<file path="src/rtl/mem_pkg.sv">
// Shared definitions for the MEM-stage load/store unit: op codes,
// FSM state encoding and small decode helpers.
package mem_pkg;

    localparam int unsigned XLEN = 32;

    typedef enum logic [2:0] {
        OP_LW  = 3'd0,
        OP_LH  = 3'd1,
        OP_LHU = 3'd2,
        OP_LB  = 3'd3,
        OP_LBU = 3'd4,
        OP_SW  = 3'd5,
        OP_SH  = 3'd6,
        OP_SB  = 3'd7
    } mem_op_e;

    typedef enum logic [2:0] {
        ST_IDLE   = 3'd0,
        ST_LOAD   = 3'd1,
        ST_RMW_RD = 3'd2,
        ST_WRITE  = 3'd3,
        ST_RESP   = 3'd4
    } state_e;

    typedef enum logic [1:0] {
        SZ_BYTE,
        SZ_HALF,
        SZ_WORD
    } mem_size_e;

    function automatic logic is_load(mem_op_e op);
        return op inside {OP_LW, OP_LH, OP_LHU, OP_LB, OP_LBU};
    endfunction

    function automatic logic is_store(mem_op_e op);
        return op inside {OP_SW, OP_SH, OP_SB};
    endfunction

    function automatic mem_size_e op_size(mem_op_e op);
        case (op)
            OP_LW, OP_SW:         return SZ_WORD;
            OP_LH, OP_LHU, OP_SH: return SZ_HALF;
            default:              return SZ_BYTE;
        endcase
    endfunction

    // A word access needs addr[1:0]==0, a halfword access needs addr[0]==0.
    function automatic logic is_misaligned(mem_op_e op, logic [1:0] addr_lo);
        case (op_size(op))
            SZ_WORD: return addr_lo != 2'b00;
            SZ_HALF: return addr_lo[0];
            default: return 1'b0;
        endcase
    endfunction

endpackage

</file>
<file path="src/rtl/mem_access_unit_if.sv">
// CPU request/response and data-memory signals of the load/store unit.
// slave = the unit itself, master = the environment (CPU + memory).
interface mem_access_unit_if;
    logic        req_valid;
    logic        req_ready;
    logic [2:0]  req_op;
    logic [31:0] req_addr;
    logic [31:0] req_wdata;
    logic [31:0] req_pc;
    logic        resp_valid;
    logic [31:0] resp_rdata;
    logic        resp_exc;
    logic        mem_re;
    logic        mem_we;
    logic [31:0] mem_addr;
    logic [31:0] mem_wdata;
    logic [31:0] mem_pc;
    logic [31:0] mem_rdata;

    modport slave (
        input  req_valid, req_op, req_addr, req_wdata, req_pc, mem_rdata,
        output req_ready, resp_valid, resp_rdata, resp_exc,
        output mem_re, mem_we, mem_addr, mem_wdata, mem_pc
    );

    modport master (
        output req_valid, req_op, req_addr, req_wdata, req_pc, mem_rdata,
        input  req_ready, resp_valid, resp_rdata, resp_exc,
        input  mem_re, mem_we, mem_addr, mem_wdata, mem_pc
    );
endinterface

</file>
<file path="src/rtl/mem_lane_mux.sv">
// Byte/halfword lane steering: extracts and extends a load lane from a
// memory word, and merges store data into a word for read-modify-write.
module mem_lane_mux
    import mem_pkg::*;
(
    input  logic [31:0] word_i,
    input  logic [1:0]  addr_lo_i,
    input  mem_op_e     op_i,
    input  logic [31:0] wdata_i,
    output logic [31:0] load_data_o,
    output logic [31:0] merged_o
);

    logic [7:0]  byte_lane;
    logic [15:0] half_lane;

    // Select the addressed lane, extend it for loads, and splice store data in.
    always_comb begin
        // NOTE: every output gets a default first so no path can infer a latch.
        byte_lane   = word_i[7:0];
        half_lane   = addr_lo_i[1] ? word_i[31:16] : word_i[15:0];
        load_data_o = word_i;
        merged_o    = word_i;

        case (addr_lo_i)
            2'd1:    byte_lane = word_i[15:8];
            2'd2:    byte_lane = word_i[23:16];
            2'd3:    byte_lane = word_i[31:24];
            default: byte_lane = word_i[7:0];
        endcase

        case (op_i)
            OP_LB:   load_data_o = {{24{byte_lane[7]}}, byte_lane};
            OP_LBU:  load_data_o = {24'b0, byte_lane};
            OP_LH:   load_data_o = {{16{half_lane[15]}}, half_lane};
            OP_LHU:  load_data_o = {16'b0, half_lane};
            default: load_data_o = word_i;
        endcase

        case (op_i)
            OP_SW: merged_o = wdata_i;
            OP_SH: begin
                if (addr_lo_i[1]) merged_o[31:16] = wdata_i[15:0];
                else              merged_o[15:0]  = wdata_i[15:0];
            end
            OP_SB: begin
                case (addr_lo_i)
                    2'd1:    merged_o[15:8]  = wdata_i[7:0];
                    2'd2:    merged_o[23:16] = wdata_i[7:0];
                    2'd3:    merged_o[31:24] = wdata_i[7:0];
                    default: merged_o[7:0]   = wdata_i[7:0];
                endcase
            end
            default: merged_o = word_i;
        endcase
    end

endmodule

</file>
<file path="src/rtl/mem_access_unit.sv">
// MEM-stage load/store initiator: one transaction in flight, sub-word loads
// with extension, sub-word stores by read-modify-write, misalignment faults.
module mem_access_unit
    import mem_pkg::*;
(
    input  logic         clk,
    input  logic         reset,
    mem_access_unit_if.slave bus
);

    state_e      state_q, state_d;
    mem_op_e     op_q,    op_d;
    logic [31:0] addr_q,  addr_d;
    logic [31:0] wdata_q, wdata_d;   // store data, replaced by the merged word in RMW_RD
    logic [31:0] pc_q,    pc_d;
    logic [31:0] rdata_q, rdata_d;
    logic        exc_q,   exc_d;

    logic        accept;
    logic        active;
    mem_op_e     req_op;
    logic [31:0] load_data;
    logic [31:0] merged_word;

    assign req_op = mem_op_e'(bus.req_op);
    assign active = !reset;
    assign accept = bus.req_valid && bus.req_ready;

    mem_lane_mux u_lane_mux (
        .word_i      (bus.mem_rdata),
        .addr_lo_i   (addr_q[1:0]),
        .op_i        (op_q),
        .wdata_i     (wdata_q),
        .load_data_o (load_data),
        .merged_o    (merged_word)
    );

    // Next-state and capture logic of the transaction FSM.
    always_comb begin
        state_d = state_q;
        op_d    = op_q;
        addr_d  = addr_q;
        wdata_d = wdata_q;
        pc_d    = pc_q;
        rdata_d = rdata_q;
        exc_d   = exc_q;

        case (state_q)
            ST_IDLE: begin
                if (accept) begin
                    op_d    = req_op;
                    addr_d  = bus.req_addr;
                    wdata_d = bus.req_wdata;
                    pc_d    = bus.req_pc;
                    rdata_d = '0;
                    exc_d   = 1'b0;
                    if (is_misaligned(req_op, bus.req_addr[1:0])) begin
                        exc_d   = 1'b1;
                        state_d = ST_RESP;
                    end else if (is_load(req_op)) begin
                        state_d = ST_LOAD;
                    end else if (req_op == OP_SW) begin
                        state_d = ST_WRITE;
                    end else begin
                        state_d = ST_RMW_RD;
                    end
                end
            end
            ST_LOAD: begin
                rdata_d = load_data;
                state_d = ST_RESP;
            end
            ST_RMW_RD: begin
                wdata_d = merged_word;
                state_d = ST_WRITE;
            end
            ST_WRITE: state_d = ST_RESP;
            ST_RESP:  state_d = ST_IDLE;
            default:  state_d = ST_IDLE;
        endcase
    end

    // Bus outputs decoded from the current state; all strobes drop in reset.
    always_comb begin
        bus.req_ready  = active && (state_q == ST_IDLE);
        bus.mem_re     = active && (state_q inside {ST_LOAD, ST_RMW_RD});
        bus.mem_we     = active && (state_q == ST_WRITE);
        bus.mem_addr   = '0;
        bus.mem_wdata  = '0;
        bus.mem_pc     = pc_q;
        bus.resp_valid = active && (state_q == ST_RESP);
        bus.resp_rdata = '0;
        bus.resp_exc   = 1'b0;

        if (active && (state_q inside {ST_LOAD, ST_RMW_RD, ST_WRITE})) begin
            bus.mem_addr = {addr_q[31:2], 2'b00};
        end
        if (bus.mem_we) begin
            bus.mem_wdata = wdata_q;
        end
        if (bus.resp_valid) begin
            bus.resp_rdata = rdata_q;
            bus.resp_exc   = exc_q;
        end
    end

    // State and capture registers with synchronous reset.
    always_ff @(posedge clk) begin
        // NOTE: non-blocking so every register updates from pre-edge values.
        if (reset) begin
            state_q <= ST_IDLE;
            op_q    <= OP_LW;
            addr_q  <= '0;
            wdata_q <= '0;
            pc_q    <= '0;
            rdata_q <= '0;
            exc_q   <= 1'b0;
        end else begin
            state_q <= state_d;
            op_q    <= op_d;
            addr_q  <= addr_d;
            wdata_q <= wdata_d;
            pc_q    <= pc_d;
            rdata_q <= rdata_d;
            exc_q   <= exc_d;
        end
    end

endmodule

</file>
<file path="src/flat_wrapper.sv">
// flat-port wrapper written by rule: the top's interface ports become plain ports
module mem_access_unit_flat import mem_pkg::*;
  (clk, reset, bus_req_valid, bus_req_op, bus_req_addr, bus_req_wdata, bus_req_pc, bus_mem_rdata, bus_req_ready, bus_resp_valid, bus_resp_rdata, bus_resp_exc, bus_mem_re, bus_mem_we, bus_mem_addr, bus_mem_wdata, bus_mem_pc);
  mem_access_unit_if bus_i ();
  input  logic clk;
  input  logic reset;
  input wire logic [$bits(bus_i.req_valid)-1:0] bus_req_valid;
  input wire logic [$bits(bus_i.req_op)-1:0] bus_req_op;
  input wire logic [$bits(bus_i.req_addr)-1:0] bus_req_addr;
  input wire logic [$bits(bus_i.req_wdata)-1:0] bus_req_wdata;
  input wire logic [$bits(bus_i.req_pc)-1:0] bus_req_pc;
  input wire logic [$bits(bus_i.mem_rdata)-1:0] bus_mem_rdata;
  output wire logic [$bits(bus_i.req_ready)-1:0] bus_req_ready;
  output wire logic [$bits(bus_i.resp_valid)-1:0] bus_resp_valid;
  output wire logic [$bits(bus_i.resp_rdata)-1:0] bus_resp_rdata;
  output wire logic [$bits(bus_i.resp_exc)-1:0] bus_resp_exc;
  output wire logic [$bits(bus_i.mem_re)-1:0] bus_mem_re;
  output wire logic [$bits(bus_i.mem_we)-1:0] bus_mem_we;
  output wire logic [$bits(bus_i.mem_addr)-1:0] bus_mem_addr;
  output wire logic [$bits(bus_i.mem_wdata)-1:0] bus_mem_wdata;
  output wire logic [$bits(bus_i.mem_pc)-1:0] bus_mem_pc;
  assign bus_i.req_valid = bus_req_valid;
  assign bus_i.req_op = bus_req_op;
  assign bus_i.req_addr = bus_req_addr;
  assign bus_i.req_wdata = bus_req_wdata;
  assign bus_i.req_pc = bus_req_pc;
  assign bus_i.mem_rdata = bus_mem_rdata;
  assign bus_req_ready = bus_i.req_ready;
  assign bus_resp_valid = bus_i.resp_valid;
  assign bus_resp_rdata = bus_i.resp_rdata;
  assign bus_resp_exc = bus_i.resp_exc;
  assign bus_mem_re = bus_i.mem_re;
  assign bus_mem_we = bus_i.mem_we;
  assign bus_mem_addr = bus_i.mem_addr;
  assign bus_mem_wdata = bus_i.mem_wdata;
  assign bus_mem_pc = bus_i.mem_pc;
  mem_access_unit u_core (.clk(clk), .reset(reset), .bus(bus_i));
endmodule
</file>
<file path="config.mk">
export PLATFORM = sky130hd
export DESIGN_NAME = mem_access_unit_flat
export DESIGN_NICKNAME = d
export VERILOG_FILES = /design/src/rtl/mem_pkg.sv /design/src/rtl/mem_access_unit_if.sv /design/src/rtl/mem_lane_mux.sv /design/src/rtl/mem_access_unit.sv /design/src/flat_wrapper.sv
export SDC_FILE = /design/constraint.sdc
export NUM_CORES = 1
export LEC_CHECK = 0
export ABC_AREA = 1
export CORE_MARGIN = 2
export CORE_UTILIZATION = 40
export CTS_CLUSTER_DIAMETER = 50
export DETAILED_ROUTE_END_ITERATION = 8
export GPL_ROUTABILITY_DRIVEN = 0
export PLACE_DENSITY = 0.74
export SYNTH_ARGS = -nofsm -noshare
export SYNTH_HDL_FRONTEND = slang
export SYNTH_SLANG_ARGS = --single-unit
</file>
<file path="constraint.sdc">
create_clock -name clk -period 1.3 [get_ports clk]
set_input_delay 0.26 -clock clk [delete_from_list [all_inputs] [get_ports clk]]
set_output_delay 0.26 -clock clk [all_outputs]
set_load 0.02 [all_outputs]
</file>
==> Word level (Yosys, flattened, before mapping) <==
Index checks and enable logic that the tools add are counted.
{ "word_totals": {"regBits": 135, "inputBits": 134, "out_inout_bits": 133, "wordCells": 89} }
{ "classes": {"n_eq_ne": 26, "mux": 30, "n_reduce_logical": 24} }
{ "op_table": {"columns": ["op", "count"], "rows": [
  ["two-way mux 32 bit", 5],
  ["case mux 32 bit (2 select lines)", 2],
  ["case mux 32 bit (4 select lines)", 1],
  ["case mux 32 bit (3 select lines)", 1],
  ["two-way mux 16 bit", 3],
  ["two-way mux 8 bit", 4],
  ["equality test 3 bit, second input constant", 8],
  ["case mux 8 bit (3 select lines)", 1],
  ["equality test 3 x 2 -> 1 bit, second input constant", 6],
  ["equality test 3 x 1 -> 1 bit, second input constant", 3],
  ["two-way mux 3 bit", 3],
  ["case mux 3 bit (3 select lines)", 1],
  ["nonzero test 2 bit", 4],
  ["equality test 2 bit, second input constant", 3],
  ["logical AND 1 bit", 6],
  ["zero test 3 bit", 2],
  ["OR reduction 3 bit", 2],
  ["two-way mux 1 bit", 5],
  ["AND reduction 5 bit", 1],
  ["nonzero test 5 bit", 1],
  ["equality test 2 x 1 -> 1 bit, second input constant", 2],
  ["two-way mux 2 bit", 2],
  ["case mux 2 bit (2 select lines)", 1],
  ["AND reduction 2 bit", 2],
  ["other kinds (10)", 11]
]} }

==> Longest topological paths before layout <==
{ "logic_depth": {"depth_word": 12, "ltp_mapped": 12, "ltp_nobuf": 10} }

==> Cells and area by module <==
Synthesis repeated with hierarchy kept, for this count alone.
{ "hier_totals": {"hier_cells": 1462, "area_unflattened_um2": 8559.5} }
{ "by_module_without_submodules": {"columns": ["mod", "instances", "cells_per_inst", "area_each_um2", "seq_area_each_um2"], "rows": [
  ["mem_access_unit", 1, 908, 6100.9, 2702.6],
  ["mem_lane_mux", 1, 554, 2458.6, 0.0]
]} }

==> Worst setup path before layout <==
Ideal clock, no wire load.
{ "synth_path": {"path_type": "register -> output", "start": "reg u_core.state_q[0]", "end": "out bus_resp_rdata[10]", "arrival_time_ns": 1.766, "required_ns": 1.040, "setup_slack_ns": -0.726, "path_stages_with_launch": 7, "n_path_buf": 1, "path_cell_list": "dfxtp_1 -> nor2_2 -> inv_1 -> nor3_1 -> inv_2 -> buf_2 -> nor2_1"} }
{ "synth_via": {"elab_chain_cells": 3} }
{ "synth_lines": {"columns": ["item", "line", "rtl"], "rows": [
  ["from (decl)", "mem_access_unit.sv:11", "state_e state_q, state_d;"],
  ["from (signal assigned)", "mem_access_unit.sv:119", "state_q <= state_d;"],
  ["equality test 3 bit", "mem_access_unit.sv:91", "bus.resp_valid = active && (state_q == ST_RESP);"],
  ["logical AND 1 bit", "mem_access_unit.sv:91", null],
  ["net bus_resp_valid", "flat_wrapper.sv:14", "output wire logic [$bits(bus_i.resp_valid)-1:0] bus_resp_valid;"],
  ["two-way mux 32 bit", "mem_access_unit.sv:101", "if (bus.resp_valid) begin"],
  ["to (decl)", "flat_wrapper.sv:15", "output wire logic [$bits(bus_i.resp_rdata)-1:0] bus_resp_rdata;"]
]} }
The timed path passes the listed nets, and every way through them passes these cells.

==> Worst setup path in the final report <==
{ "layout_path": {"start": "reg u_core.state_q[0]", "end": "out bus_resp_rdata[4]"} }
{ "layout_via": {"elab_chain_cells": 3} }
{ "layout_lines": {"columns": ["item", "line"], "rows": [
  ["equality test 3 bit", "mem_access_unit.sv:91"],
  ["logical AND 1 bit", "mem_access_unit.sv:91"],
  ["two-way mux 32 bit", "mem_access_unit.sv:101"]
]} }
Every way passes these cells.

==> results.cfg <==
[status]
violations = setup timing
status = finished with violations

[die]
std_cell_rows = 51
fp.dieArea_mm2 = 0.0209
fp.coreArea_mm2 = 0.0194
ios = 267
fp.dieW_um = 145
start_util = 0.407
die_h_um = 145

[detailed_routing]
num_vias = 10700
wl_per_cell_um = 18.5
detail_route.iter0.violations = 938
routed_wl_um = 37000
ant_nets = 0
avgViaCountPerCell = 5.35
drtPass1Iterations = 9
drc_errors = 0

[sta]
relSlewSlack = 0.501
hold_viol = 0
report.final.slew_viol_count = 0
holdWs_ns = 0.364
setup_violations = 234
max_freq_mhz = 473
skew_ns = 0.0122
rsz0062_at_grt = yes
tightest_slew_ns = 0.749
fin_crit_sh = 1.63
period_needed_ns = 2.11
fin_ws_ns = -0.814

[min_path]
hold_class = in2reg
hp-start = bus_req_pc[22]

[critical_path]
cp_common_cell = buf_6
critPathArrivalTime_ns = 1.85
crit_required_ns = 1.04
slowest_stage = dfxtp_2
cp-startpoint = u_core.state_q[0]
crit_family = buffers and inverters
max_stage_delay_ns = 0.33
r2r-start = u_core.state_q[2]
setup.worst_path.class = reg2out
cp_max_fo = 3
crit_chain = nor2_4, inv_2, nor3_4, buf_6, clkinvlp_4, buf_6, buf_8, nor2_4, buf_6
critPathLaunchType = flip-flop
end_kind = output pin
cp_num_buf_inv = 6

[yosys]
synth_area_leaders = dfxtp_1 (34%), nand2_1 (16%), nand3_1 (9.1%)
synthAdderAreaFrac = 0.00317
syn_inst = 1271
synthTopCellsByCount = nand2_1 (327), inv_1 (166), nor2_1 (151)
avgSynthCellArea_um2 = 6.21
synth-simple-area-share = 0.375
synth_xor_area_frac = 0
yosysTopAreaCell = dfxtp_1
synth_top_family_by_area = simple AND/OR/NAND/NOR gates
synth_edf_count = 0
synth_most_common_cell = nand2_1
synth_ff_type = dfxtp_1
yosysUniqueCellTypes = 32
syn-cell-area_mm2 = 0.00790
synth_top_area_share = 0.342
synth_compound_area_frac = 0.137
synth_seq_cells = 135
async_flop_share = 0
yosysSeqAreaShare = 0.342
ys_warn_count = 0
synth.area.mux_share = 0

[power]
irDropWorstVdd_mv = 1.04
powerDensity_mw_per_mm2 = 1180
swShare = 0.385
p_int_mw = 11.4
comb_power_share = 0.444
p_leak_nw = 6.73
p_sw_mw = 7.11
clkPwrFrac = 0.276
p_seq_frac = 0.280
p_total_mw = 18.5

[clock_network]
ctsLongestPathBuffers = 2
clock_latency_ns = 0.43
postCtsHoldBufs = 0
cts-root-buf = clkbuf_16
cts_tree = done
cts_buffers = 17
cts_htree_levels = 4
clk_pin_slew_ns = 0.07
clock-sinks = 135

[layout]
syn_to_final_growth_pct = 97.7
diodes = 0
final_nets = 1859
design_area_mm2 = 0.0156
layout-drive-gt1-share = 0.439
final_cells = 2001

[global_route]
grt_pass1_wl_um = 52900
grt_usage = 0.327
grt_max_degree = 52
antenna_found_initial = 0
overflow = 0
grt_pass1_vias = 10300

[placed_design]
port_buffers = 264
placed_cell_area_mm2 = 0.0128
post-place-cells = 1906
place_hpwl_um = 21800

[run]
cap_viol_max_count = 0
## final timing paths
| kind | end | slack (ns) | cells after the start |
|---|---|---|---|
| min reg2reg | u_core.bus.mem_pc[31] | 0.45 | 2 |
| max reg2reg | u_core.addr_q[28] | -0.74 | 13 |
| max | bus_resp_rdata[4] | -0.81 | 9 |
| min | u_core.bus.mem_pc[22] | 0.36 | 3 |
## per-stage QoR
stage	TNS (ns)	worst slack [ns]	util
after floorplan	-12.07	-0.305	-
after global placement	-97.81	-0.637	0.661
after detailed placement	-103.16	-0.696	0.661
after CTS	-106.80	-0.728	0.769
after global routing	-168.10	-0.875	0.805
final	-156.60	-0.814	0.805
## worst reg2reg max path: stages, from the launching register on
cell and delay [ns]:
dfxtp_4 0.36, buf_6 0.12, nor2_4 0.20, buf_6 0.13, buf_6 0.09, buf_6 0.09
buf_6 0.10, nand3_4 0.08, buf_6 0.15, buf_12 0.14, buf_8 0.13, buf_6 0.13
buf_16 0.13, a21oi_2 0.13
## cells by family (layout without fill, tap and decap cells)
| family | count (synthesis) | after routing |
|---|---|---|
| simple gates | 671 | 673 |
| buf+inv | 260 | 722 |
| compound gates | 202 | 202 |
| flops | 135 | 135 |
| fa+ha+maj | 2 | 2 |
| other cells | 1 | 2 |
## area by class of cell
class / count / area [um^2]
clock buffers: 18 / 439
multi-input cells: 879 / 5860
flip-flops and latches: 135 / 2710
clock inverters: 14 / 163
fillers: 1216 / 3780
repair inverters: 1 / 7.51
well taps: 265 / 332
inverters: 182 / 734
repair buffers: 507 / 5360
## repair_timing
item / in CTS / in global routing
endpoints found under the setup margin: 266 / 254
hold endpoints to repair: 0 / 0
pin swaps: 51 / 69
gates cloned: 22 / 3
gates resized for setup: 850 / 252
setup buffers: 33 / 23
## layer usage
layer,share of wire,track usage,vias to the layer above
met1,0.36,0.368,4969
met3,0.088,0.0805,171
li1,-,-,4918
met4,0.061,0.182,0
met5,0,0,-
met2,0.50,0.565,639
## state kept, by name (all words and copies together) (netlist names)
register           count
u_core.op_q            3
u_core.wdata_q        32
u_core.state_q         3
u_core.exc_q           1
u_core.addr_q         32
u_core.rdata_q        32
u_core.bus.mem_pc     32
## power groups by stage
stage	Clock (mW)	Sequential [mW]	Combinational, mW
global route	5.31	5.23	8.66
detailed placement	0	5.16	6.03
CTS	5.07	5.11	7.35
global placement	0	5.13	5.95
finish	5.09	5.18	8.19
floorplan	0	5.24	3.41
## placed cells by master (no fill, tap or decap), types with 12 or more instances in the layout
cell,synthesis,layout
nand2_1,327,275
inv_1,166,162
buf_4,7,162
clkdlybuf4s50_1,0,132
dfxtp_1,135,128
nand3_1,144,119
buf_6,10,117
nor2_4,1,98
a21oi_2,8,63
nor2_1,151,51
nand2_4,4,36
o21ai_2,2,34
buf_12,0,33
nand3_2,12,32
buf_2,31,32
a21oi_1,95,31
o21ai_1,25,25
nand2_2,7,24
clkbuf_16,0,20
o21ai_0,58,19
o211ai_1,14,14
buf_16,0,14
buf_8,0,12
(Power assumes the default switching activity.)
